`src/rtl/sc_spi_spt_if.sv`:
```
// rtl/sc_spi_spt_if.sv - SPI pin bundle for sc_spi_spt; MISOOE exists only with SC_SPI_SPT_MISOOE_EN
interface sc_spi_spt_if;
  logic CSB;
  logic SCLK;
  logic MOSI;
  logic MISO;
`ifdef SC_SPI_SPT_MISOOE_EN
  logic MISOOE;
  modport master (output CSB, SCLK, MOSI, input MISO, MISOOE);
  modport slave  (input CSB, SCLK, MOSI, output MISO, MISOOE);
`else
  modport master (output CSB, SCLK, MOSI, input MISO);
  modport slave  (input CSB, SCLK, MOSI, output MISO);
`endif
endinterface

```
`src/rtl/sc_spi_spt.sv`:
```
// rtl/sc_spi_spt.sv - SPI protocol target: oversampled CSB/SCLK/MOSI, word-buffered RX/TX
// Optional MISOOE output enabled by defining SC_SPI_SPT_MISOOE_EN.
module sc_spi_spt #(
  parameter int SYNC_STAGES = 2
) (
  input  logic        SPICLK,
  input  logic        SYSRSTB,
  input  logic        CPOL,
  input  logic        CPHA,
  input  logic        BORDER,
  input  logic [8:0]  DWIDTH,
  input  logic [31:0] TXDATA,
  output logic [3:0]  TXDPT,
  output logic [31:0] RXDATA,
  output logic        RXVALID,
  output logic [3:0]  RXDPT,
  output logic        FRAMEDONE,
  output logic        FRAMEERR,
  output logic        SELECTED,
  sc_spi_spt_if.slave spi
);

  typedef enum logic [1:0] {IDLE, SEL, SHIFT} state_t;

  state_t state, state_nxt;

  logic [SYNC_STAGES-1:0] csb_sync, sclk_sync, mosi_sync;
  logic        csb_s, sclk_s, mosi_s;
  logic        csb_d, sclk_d;
  logic        csb_fall, csb_rise, sample_e, launch_e;
  logic [8:0]  rc, tc;
  logic [8:0]  rx_pos, tx_pos;
  logic [31:0] rxshift;
  logic        rx_last, rx_emit;
  logic        ld_pend, miso_q;
  logic        do_clr, do_sample, do_adv, do_load, do_err;

  // Returns {word[3:0], bit[4:0]}; a short final byte is right-aligned, MSB first.
  function automatic logic [8:0] bitpos(input logic [8:0] fc, input logic [8:0] dw, input logic bo);
    logic [2:0] lo;
    if (!bo) return dw - fc;
    lo = (fc[8:3] == dw[8:3]) ? (dw[2:0] - fc[2:0]) : ~fc[2:0];
    return {fc[8:3], lo};
  endfunction

  always_ff @(posedge SPICLK or negedge SYSRSTB) begin
    if (!SYSRSTB) begin
      csb_sync  <= '1;
      sclk_sync <= '0;
      mosi_sync <= '0;
      csb_d     <= 1'b1;
      sclk_d    <= 1'b0;
    end else begin
      csb_sync  <= {csb_sync[SYNC_STAGES-2:0], spi.CSB};
      sclk_sync <= {sclk_sync[SYNC_STAGES-2:0], spi.SCLK};
      mosi_sync <= {mosi_sync[SYNC_STAGES-2:0], spi.MOSI};
      csb_d     <= csb_s;
      sclk_d    <= sclk_s;
    end
  end

  assign csb_s    = csb_sync[SYNC_STAGES-1];
  assign sclk_s   = sclk_sync[SYNC_STAGES-1];
  assign mosi_s   = mosi_sync[SYNC_STAGES-1];
  assign csb_fall = csb_d & ~csb_s;
  assign csb_rise = csb_s & ~csb_d;
  assign sample_e = (CPOL ^ CPHA) ? (sclk_d & ~sclk_s) : (sclk_s & ~sclk_d);
  assign launch_e = (CPOL ^ CPHA) ? (sclk_s & ~sclk_d) : (sclk_d & ~sclk_s);

  assign rx_pos  = bitpos(rc, DWIDTH, BORDER);
  assign tx_pos  = bitpos(tc, DWIDTH, BORDER);
  assign rx_last = (rc == DWIDTH);
  assign rx_emit = (BORDER ? (rx_pos[4:0] == 5'd24) : (rx_pos[4:0] == 5'd0)) | rx_last;

  always_ff @(posedge SPICLK or negedge SYSRSTB) begin
    if (!SYSRSTB) state <= IDLE;
    else          state <= state_nxt;
  end

  always_comb begin
    state_nxt = state;
    do_clr    = 1'b0;
    do_sample = 1'b0;
    do_adv    = 1'b0;
    do_load   = 1'b0;
    do_err    = 1'b0;
    case (state)
      IDLE: begin
        if (csb_fall) begin
          state_nxt = SEL;
          do_clr    = 1'b1;
          do_load   = ~CPHA;
        end
      end
      default: begin
        if (sample_e) begin
          do_sample = 1'b1;
          state_nxt = rx_last ? SEL : SHIFT;
          do_load   = rx_last & ~CPHA;
        end
        // In SEL a CPHA=0 launch is the trailing edge of the previous frame.
        if (launch_e) begin
          if (state == SHIFT) begin
            do_adv  = (tc != DWIDTH);
            do_load = do_adv;
          end else begin
            do_load = CPHA;
          end
        end
        if (csb_rise) begin
          do_err    = (state_nxt == SHIFT);
          state_nxt = IDLE;
          do_load   = 1'b0;
        end
      end
    endcase
  end

  always_ff @(posedge SPICLK or negedge SYSRSTB) begin
    if (!SYSRSTB) begin
      rc        <= '0;
      tc        <= '0;
      rxshift   <= '0;
      ld_pend   <= 1'b0;
      miso_q    <= 1'b0;
      RXVALID   <= 1'b0;
      RXDPT     <= '0;
      FRAMEDONE <= 1'b0;
      FRAMEERR  <= 1'b0;
    end else begin
      RXVALID   <= do_sample & rx_emit;
      FRAMEDONE <= do_sample & rx_last;
      FRAMEERR  <= do_err;
      ld_pend   <= do_load;
      if (do_clr) begin
        rc <= '0;
        tc <= '0;
      end
      if (do_adv) tc <= tc + 9'd1;
      if (do_sample) begin
        rxshift[rx_pos[4:0]] <= mosi_s;
        RXDPT                <= rx_pos[8:5];
        if (rx_last) begin
          rc <= '0;
          tc <= '0;
        end else begin
          rc <= rc + 9'd1;
        end
      end
      if (ld_pend) miso_q <= TXDATA[tx_pos[4:0]];
      if (state_nxt == IDLE) miso_q <= 1'b0;
    end
  end

`ifdef SC_SPI_SPT_MISOOE_EN
  logic misooe_q;

  always_ff @(posedge SPICLK or negedge SYSRSTB) begin
    if (!SYSRSTB) begin
      misooe_q <= 1'b0;
    end else begin
      if (ld_pend) misooe_q <= 1'b1;
      if (state_nxt == IDLE) misooe_q <= 1'b0;
    end
  end

  assign spi.MISOOE = misooe_q;
`endif

  assign spi.MISO = miso_q;
  assign TXDPT    = tx_pos[8:5];
  assign RXDATA   = rxshift;
  assign SELECTED = (state != IDLE);

endmodule
```
`src/flat_wrapper.sv`:
```
// flat-port wrapper written by rule: the top's interface ports become plain ports
module sc_spi_spt_flat 
#(
  parameter int SYNC_STAGES = 2
)
  (SPICLK, SYSRSTB, CPOL, CPHA, BORDER, DWIDTH, TXDATA, TXDPT, RXDATA, RXVALID, RXDPT, FRAMEDONE, FRAMEERR, SELECTED, spi_CSB, spi_SCLK, spi_MOSI, spi_MISO);
  sc_spi_spt_if spi_i ();
  input  logic SPICLK;
  input  logic SYSRSTB;
  input  logic CPOL;
  input  logic CPHA;
  input  logic BORDER;
  input  logic [8:0] DWIDTH;
  input  logic [31:0] TXDATA;
  output logic [3:0] TXDPT;
  output logic [31:0] RXDATA;
  output logic RXVALID;
  output logic [3:0] RXDPT;
  output logic FRAMEDONE;
  output logic FRAMEERR;
  output logic SELECTED;
  input wire logic [$bits(spi_i.CSB)-1:0] spi_CSB;
  input wire logic [$bits(spi_i.SCLK)-1:0] spi_SCLK;
  input wire logic [$bits(spi_i.MOSI)-1:0] spi_MOSI;
  output wire logic [$bits(spi_i.MISO)-1:0] spi_MISO;
  assign spi_i.CSB = spi_CSB;
  assign spi_i.SCLK = spi_SCLK;
  assign spi_i.MOSI = spi_MOSI;
  assign spi_MISO = spi_i.MISO;
  sc_spi_spt #(.SYNC_STAGES(SYNC_STAGES)) u_core (.SPICLK(SPICLK), .SYSRSTB(SYSRSTB), .CPOL(CPOL), .CPHA(CPHA), .BORDER(BORDER), .DWIDTH(DWIDTH), .TXDATA(TXDATA), .TXDPT(TXDPT), .RXDATA(RXDATA), .RXVALID(RXVALID), .RXDPT(RXDPT), .FRAMEDONE(FRAMEDONE), .FRAMEERR(FRAMEERR), .SELECTED(SELECTED), .spi(spi_i));
endmodule
```
`config.mk`:
```
export PLATFORM = sky130hd
export DESIGN_NAME = sc_spi_spt_flat
export DESIGN_NICKNAME = d
export VERILOG_FILES = /design/src/rtl/sc_spi_spt_if.sv /design/src/rtl/sc_spi_spt.sv /design/src/flat_wrapper.sv
export SDC_FILE = /design/constraint.sdc
export NUM_CORES = 1
export LEC_CHECK = 0
export BUFFER_PORTS_ARGS = -buffer_cell sky130_fd_sc_hd__buf_4
export CAP_MARGIN = 20
export CORE_MARGIN = 4
export CORE_UTILIZATION = 55
export CTS_CLUSTER_DIAMETER = 150
export DETAILED_ROUTE_END_ITERATION = 10
export GPL_TIMING_DRIVEN = 0
export MAX_ROUTING_LAYER = met4
export PLACE_DENSITY_LB_ADDON = 0.05
export SYNTH_ARGS = -nofsm -noshare
export SYNTH_HDL_FRONTEND = slang
export SYNTH_SLANG_ARGS = --single-unit
```
`constraint.sdc`:
```
create_clock -name SPICLK -period 3.6 [get_ports SPICLK]
set_input_delay 0.72 -clock SPICLK [delete_from_list [all_inputs] [get_ports SPICLK]]
set_output_delay 0.72 -clock SPICLK [all_outputs]
set_load 0.01 [all_outputs]
```
# ---- Word level (Yosys, flattened, before mapping)
# Cells that the tools add are included.
dict set report totals {
  regBits 69
  input_bits 49
  out_inout_bits 45
  wordCells 96
}
dict set report classes {
  add_sub_neg 6
  order_cmp 3
  eq_ne 7
  n_mux 42
  bitwise_logic 16
  n_reduce_logical 7
}
# op n
set ops {}
lappend ops {{$mux 9} 9}
lappend ops {{$bwmux 32} 1}
lappend ops {{$mux 1} 22}
lappend ops {{$add 9x1->9 const B} 2}
lappend ops {{$sub 9x9->9} 2}
lappend ops {{$eq 6x6->1} 2}
lappend ops {{$lt 5x6->1 const B} 2}
lappend ops {{$mux 2} 6}
lappend ops {{$eq 9x9->1} 1}
lappend ops {{$ne 9x9->1} 1}
lappend ops {{$and 1x1->1} 7}
lappend ops {{$mux 3} 2}
lappend ops {{$not 3->3} 2}
lappend ops {{$reduce_bool 2->1} 3}
lappend ops {{$sub 3x3->3} 2}
lappend ops {{$bmux 1 s5} 1}
lappend ops {{$demux 1 s5} 1}
lappend ops {{$eq 5x5->1 const B} 1}
lappend ops {{$ge 5x1->1 const B} 1}
lappend ops {{$logic_not 5->1} 1}
lappend ops {{$not 1->1} 5}
lappend ops {{$eq 2x2->1 const B} 2}
lappend ops {{$logic_not 2->1} 2}
lappend ops {{$logic_and 1x1->1} 1}
lappend ops {{2 further kinds} 2}

# ---- Longest topological paths before layout
dict set report depth {
  word_depth 9
  mapped_depth 13
  depth_no_buf 12
}

# ---- Worst setup path before layout
# OpenSTA, ideal clock, no wires.
dict set report synth_timing {
  path_type {input to output}
  start {in DWIDTH[0]}
  end {out TXDPT[3]}
  arrival_time_ns 2.754
  required_time_ns 2.880
  path_slack_ns 0.126
  path_stages 12
  cell_sequence {inv_1 ha_1 inv_1 fa_1 a21o_1 a21oi_1 o21bai_1 a21oi_1 o21bai_1 a2111oi_0 a31o_2 o21ai_0}
}
dict set report synth_between {
  elab_chain_cells 2
}
# element line_no
set synth_lines {}
lappend synth_lines {{start, declared} flat_wrapper.sv:13} ;# input logic [8:0] DWIDTH;
lappend synth_lines {{$sub 9x9->9} sc_spi_spt.sv:41} ;# if (!bo) return dw - fc;
lappend synth_lines {{$mux 9} sc_spi_spt.sv:42} ;# lo = (fc[8:3] == dw[8:3]) ? (dw[2:0] - fc[2:0]) : ~fc[2:0];
lappend synth_lines {{end, declared} flat_wrapper.sv:15} ;# output logic [3:0] TXDPT;
# No other way between the ends.

# ---- Worst setup path in the final report
# Ends and elaborated chain as after synthesis.

==> results by group <==
GRT
  – Busiest metal layer after global routing: met2
  – GR Util met1: 31.8%
  – Met3 Use GR: 3.11%
  – GRT Overall Usage: 25.8%
  – Initial antenna violation count: 0
  – Vias in the first global route: 4508
  – Pin count of the biggest net entering global routing: 70
  – Met2 Usage GRT: 44.4%
  – Grt total ovfl: 0
  – First-pass GRT wire length: 21.1 mm

Critical path
  – Kind of critical path: primary input to primary output
  – CP Launch Type: primary input
  – Register-to-register setup slack: 0.41 ns
  – Crit-path max FO: 3
  – Arrival time worst endpoint: 2.83 ns
  – Critical Path Sink: TXDPT[3]
  – CP Cell Sequence: buf_4 -> inv_4 -> ha_1 -> inv_2 -> fa_2 -> a21o_1 -> a21oi_2 -> o21bai_1 -> a21oi_2 -> o21bai_2 -> a2111oi_2 -> a31o_2 -> o21ai_0 -> buf_4
  – R2R Path End: u_core.spi.MISO
  – Register-to-Register Path Depth: 13
  – CP required: 2.88 ns
  – Family with the most delay on the worst path: compound AO/OA/AOI/OAI gates
  – WP buf/inv: 4
  – Worst path depth: 14
  – Reg2reg start: u_core.tc[3]
  – CP max stage delay: 0.34 ns
  – CP Launch Point: DWIDTH[0]
  – Crit. End Element: primary output
  – Slowest CP cell: fa_2

Timing
  – Tmin final: 3.55 ns
  – Final setup viols: 0
  – Max Fclk: 282 MHz
  – Setup Skew: 0.0124 ns
  – Final period util: 98.6%
  – Hold Vio Cnt, Final: 0
  – Slew at the pin closest to its max-slew limit: 0.885 ns
  – Worst slew margin: 41.0%
  – Max Slew Vio Count: 0
  – Unrepaired setup endpoints after global routing: true

Drt
  – Post-DRT Antenna Nets: 0
  – WL final: 12.8 mm
  – Vias per cell: 5.87
  – Wire per inst: 16.8 µm
  – Residual DRC: 0
  – Vias post-DR: 4491
  – Pre-antenna DRT Iters: 5
  – DRT iter0 DRCs: 151

Finish
  – Layout area overhead: 22.1%
  – Final nets: 721
  – Layout cells sized above 1: 28.9%
  – Fillers: 718
  – ANT cells: 0
  – Final Cell Area: 0.00602 mm²

Logic synthesis
  – Syn Nets: 615
  – Post-synthesis sequential area ratio: 35.1%
  – Post-Synthesis Cell Area: 0.00493 mm²
  – Cell taking the most area after synthesis: dfrtp_1
  – Ys flop type: dfrtp_1
  – EDFF count, synth: 0
  – Post-synthesis cell count: 546
  – Post-synth top area share: 33.5%
  – Synth top area cells: dfrtp_1 (34%), mux2_2 (11%), mux2i_1 (5.1%)
  – Distinct cells, synth: 58
  – Async S/R FF share, synth: 100%
  – Yosys reg bits: 69
  – Yosys warnings: 0
  – Mean area per synthesized cell: 9.03 µm²

Power
  – Pwr Density: 508 mW/mm²
  – Leak: 2.72 nW
  – Post-layout power: 0.00306 W
  – Worst vdd ir: 0.000334 V

Hold path
  – Hold Crit Class: flip-flop to flip-flop
  – Min-delay src: u_core.sclk_sync[0]

Placement
  – Placed cell area: 0.00575 mm²
  – Gp weighted congestion: 0.917
  – Dpl hpwl: 9.76 mm
  – Number of port buffers: 92

Clocking
  – Clk root buf: clkbuf_8
  – Num CTS Buffers: 9
  – Clk buf depth: 2
  – Clk_lat worst skew: 0.35 ns
  – Clock net sink count: 69
  – Reg clk slew, reported paths: 0.07 ns
  – CTS tree: done
  – H-tree depth: 3

Floorplanning
  – Die X-Extent: 103 µm
  – Row count: 34
  – Num ports: 94
  – Core Box Area: 0.00872 mm²
  – DIE HEIGHT: 103 µm
  – Effective utilization at floorplan: 56.5%
  – Die footprint: 0.0105 mm²

Run
  – Max cap viols: 0

Status
  – Status: finished clean
==> placed cells by master (no fill, tap or decap), types with 3 or more instances in the layout <==
cell type | Yosys | routed
o21a_1 | 7 | 7
dfrtp_1 | 66 | 66
o31ai_1 | 6 | 6
nand2_1 | 54 | 54
a221oi_1 | 11 | 11
a221o_1 | 3 | 3
nand2b_1 | 6 | 6
mux2_2 | 50 | 50
clkbuf_8 | 0 | 9
o22ai_1 | 3 | 3
a21o_1 | 7 | 7
dfstp_2 | 3 | 3
ha_1 | 18 | 18
clkbuf_1 | 14 | 14
nor3_1 | 19 | 19
o21ai_0 | 40 | 40
buf_4 | 3 | 98
a31oi_1 | 8 | 8
and3_1 | 3 | 3
inv_1 | 27 | 25
and4_1 | 3 | 3
nor2b_1 | 5 | 5
mux2i_1 | 25 | 25
xnor2_1 | 13 | 13
nor2_1 | 47 | 47
nand3_1 | 26 | 26
buf_2 | 6 | 6
xor2_1 | 6 | 6
a21oi_1 | 25 | 23
==> worst register-to-register path: stages (launching register included) <==
cell and delay, ns:
dfrtp_1 0.32, clkbuf_1 0.27, inv_1 0.16, ha_1 0.40
and4_1 0.21, buf_4 0.20, nand2_1 0.10, mux2i_1 0.42
buf_4 0.27, a21oi_1 0.08, a22o_1 0.22, a21oi_1 0.15
a22oi_1 0.10, a31oi_1 0.19
==> what timing repair did <==
action | CTS | global route
pin swaps | 2 | 2
setup buffers | 1 | 2
hold buffers | 0 | 0
setup endpoints to repair | 1 | 2
resized for setup | 7 | 4
hold endpoints to repair | 0 | 0
==> how the worst min path moves through the flow <==
stage	to	slack [ns]	cells after the start
final	u_core.sclk_sync[1]	0.35	0
after global placement	u_core.mosi_sync[1]	0.33	0
after floorplan	u_core.mosi_sync[1]	0.33	0
after detailed placement	u_core.mosi_sync[1]	0.34	0
after CTS	u_core.mosi_sync[1]	0.36	0
after global routing	u_core.csb_sync[1]	0.37	0
==> power by group <==
group	switching [W]	internal (W)
Combinational	0.000685	0.000654
Sequential	0.000102	0.000922
Clock	0.000301	0.000391
==> stage by stage <==
| step | hold WS, ns | utilization (%) | TNS [ns] | cells | setup WS, ns |
|---|---|---|---|---|---|
| 3_3_place_gp | 0.334 | 66.0 | -0.315 | 746 | -0.315 |
| 3_5_place_dp | 0.337 | 66.0 | -0.368 | 746 | -0.368 |
| 5_1_grt | 0.371 | 69.0 | -0.103 | 765 | -0.103 |
| 6_report | 0.352 | 69.0 | 0 | 765 | 0.0497 |
| 2_1_floorplan | 0.331 | - | 0 | 546 | 0.126 |
| 4_1_cts | 0.356 | 68.8 | 0 | 763 | 0.0102 |
==> area by class of cell <==
| class | instances | area (µm²) | area share (%) |
|---|---|---|---|
| plain buffers | 24 | 118 | 1.96 |
| clock buffers | 10 | 128 | 2.12 |
| clock inverters | 6 | 87.6 | 1.46 |
| inverters | 27 | 104 | 1.73 |
| multi-input cells | 426 | 3000 | 49.9 |
| flip-flops and latches | 69 | 1730 | 28.8 |
| well taps | 108 | 135 | 2.25 |
| repair buffers | 95 | 713 | 11.9 |
==> cells in the mapped netlist, types with 7 or more instances <==
cell	n
o21ai_0	40
nor2_1	47
o21a_1	7
nor3_1	19
a21o_1	7
nand2_1	54
a31oi_1	8
xnor2_1	13
mux2_2	50
mux2i_1	25
dfrtp_1	66
a221oi_1	11
ha_1	18
nand3_1	26
inv_1	27
clkbuf_1	14
a21oi_1	25
==> sequential cells by signal, indices dropped and copies added (netlist names) <==
signal / cells
u_core.RXVALID: 1
u_core.sclk_d: 1
u_core.rc: 9
u_core.RXDPT: 4
u_core.FRAMEDONE: 1
u_core.sclk_sync: 2
u_core.csb_d: 1
u_core.mosi_sync: 2
u_core.state: 2
u_core.ld_pend: 1
u_core.tc: 9
u_core.FRAMEERR: 1
u_core.RXDATA: 32
u_core.spi.MISO: 1
u_core.csb_sync: 2
==> cell families after synthesis <==
kind of cell | Yosys count | share of synthesized area, %
AOI/OAI and AO/OA | 131 | 17.4
xor gates and xnor gates | 20 | 3.71
adders and majority gates | 20 | 5.38
buffers and inverters | 51 | 4.42
DFF | 69 | 35.1
muxes | 77 | 17.0
and+or+nand+nor | 178 | 16.9
==> per-layer routing <==
metal,vias to the layer above,wire length [µm]
met5,-,0
met4,0,160
met3,16,648
met2,122,6560
met1,2161,5460
li1,2192,-
(Power assumes the default switching activity.)
